File: src/rtl/rand_stream_src.sv
// Multi-channel, rate-gated pseudo-random / counting stream source with valid/ready handshake.
// One 64-bit Galois LFSR is shared by all channels. It supplies each channel's gate byte and its random data.
module rand_stream_src #(
  parameter int unsigned BITS     = 8,
  parameter int unsigned CHANNELS = 2,
  parameter logic [63:0] SEED     = 64'h1,
  parameter logic [63:0] TAPS     = 64'h8000000000001713,
  parameter int unsigned PKT_LEN  = 16
) (
  input  logic                     clk,
  input  logic                     rst,
  input  logic                     en,
  input  logic                     mode,
  input  logic [7:0]               rate,
  input  logic                     seed_load,
  input  logic [63:0]              seed,
  output logic [CHANNELS-1:0]      valid,
  input  logic [CHANNELS-1:0]      ready,
  output logic [CHANNELS*BITS-1:0] data,
  output logic [CHANNELS-1:0]      last,
  output logic [31:0]              count
);

  localparam int unsigned PW      = (PKT_LEN > 1) ? $clog2(PKT_LEN) : 1;
  localparam int unsigned PKT_MAX = (PKT_LEN == 0) ? 0 : PKT_LEN - 1;

  // A zero state would lock the LFSR, so it is replaced by 1.
  function automatic logic [63:0] nonzero(input logic [63:0] x);
    return (x == 64'h0) ? 64'h1 : x;
  endfunction

  function automatic logic [63:0] ror64(input logic [63:0] x, input int unsigned n);
    return (x >> n) | (x << (64 - n));
  endfunction

  localparam logic [63:0] SEED_NZ = (SEED == 64'h0) ? 64'h1 : SEED;

  logic [63:0] s;
  logic [63:0] s_step;
  logic [31:0] accepts;

  assign s_step = nonzero((s >> 1) ^ (s[0] ? TAPS : 64'h0));

  // A seed load takes priority over stepping and is honoured even when en is low.
  always_ff @(posedge clk) begin
    if (rst)            s <= SEED_NZ;
    else if (seed_load) s <= nonzero(seed);
    else if (en)        s <= s_step;
  end

  for (genvar c = 0; c < CHANNELS; c++) begin : g_ch
    logic [63:0]     rot;
    logic            gate;
    logic            launch;
    logic            last_hit;
    logic            v_q;
    logic            l_q;
    logic [BITS-1:0] d_q;
    logic [BITS-1:0] word;
    logic [PW-1:0]   pkt;

    assign rot      = ror64(s, 8 * c + 8);
    assign gate     = (rate == 8'hFF) || (s[8*c +: 8] < rate);
    assign launch   = (!v_q || ready[c]) && en && gate;
    assign last_hit = (PKT_LEN != 0) && (pkt == PW'(PKT_MAX));

    // Data and last only change on a launch, so a stalled word holds steady.
    always_ff @(posedge clk) begin
      if (rst) begin
        v_q  <= 1'b0;
        l_q  <= 1'b0;
        d_q  <= '0;
        word <= '0;
        pkt  <= '0;
      end else if (launch) begin
        v_q  <= 1'b1;
        d_q  <= mode ? word : rot[BITS-1:0];
        l_q  <= last_hit;
        word <= word + BITS'(1);
        if (PKT_LEN <= 1 || pkt == PW'(PKT_MAX)) pkt <= '0;
        else                                     pkt <= pkt + PW'(1);
      end else if (ready[c]) begin
        v_q <= 1'b0;
      end
    end

    assign valid[c]              = v_q;
    assign last[c]               = l_q;
    assign data[c*BITS +: BITS]  = d_q;
  end

  always_comb begin
    accepts = 32'h0;
    for (int unsigned i = 0; i < CHANNELS; i++) begin
      accepts = accepts + 32'(valid[i] & ready[i]);
    end
  end

  always_ff @(posedge clk) begin
    if (rst) count <= 32'h0;
    else     count <= count + accepts;
  end

endmodule

File: config.mk
export PLATFORM = sky130hd
export DESIGN_NAME = rand_stream_src
export DESIGN_NICKNAME = d
export VERILOG_FILES = /design/src/rtl/rand_stream_src.sv
export SDC_FILE = /design/constraint.sdc
export NUM_CORES = 1
export LEC_CHECK = 0
export CORE_MARGIN = 10
export CORE_UTILIZATION = 53
export DETAILED_ROUTE_END_ITERATION = 8
export GPL_ROUTABILITY_DRIVEN = 0
export PLACE_DENSITY = 0.81
export SYNTH_ARGS = -nofsm -noshare
export SYNTH_HDL_FRONTEND = slang
export SYNTH_SLANG_ARGS = --single-unit
File: constraint.sdc
create_clock -name clk -period 2.5 [get_ports clk]
set_input_delay 0.5 -clock clk [delete_from_list [all_inputs] [get_ports clk]]
set_output_delay 0.5 -clock clk [all_outputs]
set_load 0.02 [all_outputs]
==> qor.yml <==
cells_and_area:
  antennaDiodeCount: 0
  finish.utilization_pct: 70.6
  final_cell_mix: "nor2_1, dfxtp_1, clkdlybuf4s50_1"
  drive_above_1_share_pct: 10.2
  syn2layout_area_growth_pct: 31.1
  fin_nets: 1058
  final_common_cell: "nor2_1"
routing:
  drtAntennaViolNets: 0
  drt_iter0_markers: 453
  firstDrtPassIters: 6
  post-route-drc-count: 0
  viasPerCell: 5.55
  wl_um: 18700
  vias: 6366
  wire_per_inst_um: 16.3
placement:
  hpwl_um: 13600
  pre_cts_ws_ns: -0.328
  io_buffers: 130
grt:
  antenna_found_initial: 0
  grt_max_degree: 62
  grtUsageTotal_pct: 20.2
  grt_pass1_wl_um: 30200
  first_global_vias: 6133
  grt.overflow.total: 0
worst_setup_path:
  reg2reg_depth: 11
  regToRegEndpoint: "count[28]$_SDFF_PP0_"
  critPathKind: "in2reg"
  cp-start-kind: "input pin"
  critPathTopFamily: "simple AND/OR/NAND/NOR gates"
  cp_slowest_stage_delay_ns: 0.49
  worstSetupEndpoint: "count[28]$_SDFF_PP0_"
  path_cells: "clkdlybuf4s50_1 -> inv_2 -> nor2_4 -> fa_2 -> ha_4 -> and4_4 -> nand3_4 -> nor4_4 -> buf_4 -> nand2_1 -> xor2_1 -> nor2_1"
  critPathBufInv: 3
  cp_max_fo: 3
  critPathRequiredTime_ns: 2.80
  path_depth: 12
  regToRegSetupSlack_ns: 0.33
  cp-startpoint: "ready[1]"
  critPathSlowestCell: "clkdlybuf4s50_1"
  endpoint_kind: "flip-flop"
  rr_startpoint: "g_ch[0].v_q$_SDFFE_PP0P_"
  arrival_ns: 2.67
synth:
  postSynth.asyncResetShare_pct: 0
  seq_area_frac_synth_pct: 39.5
  synth_seq_cells: 140
  synthTopCellsByArea: "dfxtp_1, mux2i_1, nor2_1"
  synth_area_um2: 7100
  syn_nets: 929
  synth_top_area_cell: "dfxtp_1"
  yosys.area.top_type_share_pct: 39.5
  yosys.cell_types.count: 52
  ys_warn_count: 0
  syn_area_per_cell_um2: 8.56
  synth_edf_count: 0
  synth-main-ff-cell: "dfxtp_1"
  syn_inst: 830
pwr:
  clkPwrFrac_pct: 43.0
  p_per_area_nw_per_um2: 625
  p_leak_uw: 0.00379
  seq_power_share_pct: 42.2
  ir_worst_vdd_mv: 0.455
  finalPower_uw: 5820
  switching_share_pct: 25.4
  switching_power_uw: 1480
  combPwrFrac_pct: 14.8
  p_int_uw: 4340
timing:
  worst_pin_slew_ns: 0.600
  final_max_slew_viol_count: 0
  period_share_pct: 94.8
  finalWorstSetupSlack_ns: 0.131
  relSlewSlack_pct: 60.0
  period_needed_ns: 2.37
  fmax_mhz: 422
  finalSetupTns_ns: 0
  finClkSkew_ns: 0.00868
  setup_violations: 0
  whs_ns: 0.489
  hold_viol_final: 0
job:
  maxCapViolCount: 0
clock_tree:
  cts.sinks: 140
  clock_tree.buffer_depth: 2
  tritoncts: "yes"
  clkSlewWorstSetupHoldPaths_ns: 0.06
  root_buffer: "clkbuf_16"
  numCtsBuffers: 17
  worstSkewPairLatency_ns: 0.41
  h-tree-depth: 4
floorplan:
  start_util_pct: 53.8
  pin_count: 131
  die-area_um2: 18400
  num_rows: 42
  core_um2: 13200
  die_y_um: 136
  die_w_um: 136
run_status:
  status: "finished, final reports clean"
hold_path:
  holdCritPathClass: "reg2reg"
-- power by group through the flow --
stage                     Combinational, uW  Clock [uW]  Sequential [uW]
after floorplan                         489           0             2500
after global placement                  829           0             2500
after detailed placement                849           0             2500
after CTS                               859        2540             2450
after global routing                    948        2630             2470
final                                   861        2500             2460
-- worst min-delay path by stage --
stage                                         from                  endpoint  slack [ns]  depth (start not counted)
final                     g_ch[0].l_q$_SDFFE_PP0P_  g_ch[0].l_q$_SDFFE_PP0P_        0.49                          2
after global routing                     seed_load         s[0]$_SDFFE_PP1P_        0.51                          2
after CTS                                seed_load         s[0]$_SDFFE_PP1P_        0.48                          2
after detailed placement  g_ch[0].l_q$_SDFFE_PP0P_  g_ch[0].l_q$_SDFFE_PP0P_        0.48                          2
after global placement    g_ch[1].l_q$_SDFFE_PP0P_  g_ch[1].l_q$_SDFFE_PP0P_        0.48                          2
after floorplan           g_ch[1].l_q$_SDFFE_PP0P_  g_ch[1].l_q$_SDFFE_PP0P_        0.46                          2
-- cell families after synthesis --
group           count (synthesis)  share of synthesized area (%)
buf+inv                        66                           4.26
fa+ha+maj                      20                           3.63
mux                            86                           12.2
compound gates                138                           12.8
xor+xnor                       36                           4.44
simple gates                  344                           23.2
flops                         140                           39.5
-- synth_stat cells (2+ instances only) --
master	count
or3_1	4
and4_1	5
nand2b_1	8
and2_1	3
clkbuf_1	27
nor2_1	202
nor2b_1	6
buf_6	2
o21ai_1	4
o21ai_0	4
buf_4	8
nand3_1	15
nand2_1	27
mux2i_1	82
nor4_4	3
a21oi_1	87
a31o_1	6
dfxtp_1	140
nand4_1	18
a211oi_1	10
a21bo_2	2
a211oi_4	2
o21a_1	2
xor2_1	19
nor4_1	28
buf_1	6
buf_2	8
ha_1	19
mux2_1	4
and3_1	11
inv_1	15
nor3_1	5
xnor2_1	17
a211oi_2	13
-- layer usage --
| layer | GRT usage, % | vias up | share of wire [%] |
|---|---|---|---|
| li1 | - | 3174 | - |
| met1 | 25.2 | 2971 | 44 |
| met2 | 32.5 | 185 | 47 |
| met3 | 5.12 | 36 | 6.3 |
| met4 | 8.31 | 0 | 2.3 |
| met5 | 0 | - | 0 |
-- area by class of cell --
| type | instances | area [um^2] |
|---|---|---|
| Inverter | 15 | 56.3 |
| Clock inverter | 10 | 111 |
| Multi-Input combinational cell | 624 | 4040 |
| Timing Repair Buffer | 161 | 1600 |
| Tap cell | 176 | 220 |
| Clock buffer | 22 | 484 |
| Fill cell | 1045 | 3880 |
| Sequential cell | 140 | 2800 |
-- flip-flops by register name (all words and copies together), names as in the netlist --
| signal | count |
|---|---|
| count | 32 |
| g_ch.d_q | 16 |
| g_ch.l_q | 2 |
| g_ch.pkt | 8 |
| g_ch.v_q | 2 |
| g_ch.word | 16 |
| s | 64 |
-- worst min-delay path: stages (launching register included) --
cell and delay (ns):
dfxtp_1 0.32, mux2i_1 0.06, nor2_1 0.07
-- repair_timing --
action | in CTS | in global routing
hold buffers | 0 | 0
resized for setup | 0 | 10
setup endpoints to repair | 0 | 6
buffers inserted | 0 | 2
-- per-stage QoR --
stage          cell area [um^2]  cells
3_3_place_gp               8660   1114
4_1_cts                    9260   1146
6_report                   9310   1148
5_1_grt                    9310   1148
2_1_floorplan              7100    830
3_5_place_dp               8660   1114
Note: power is estimated with default switching activity, not from simulation.
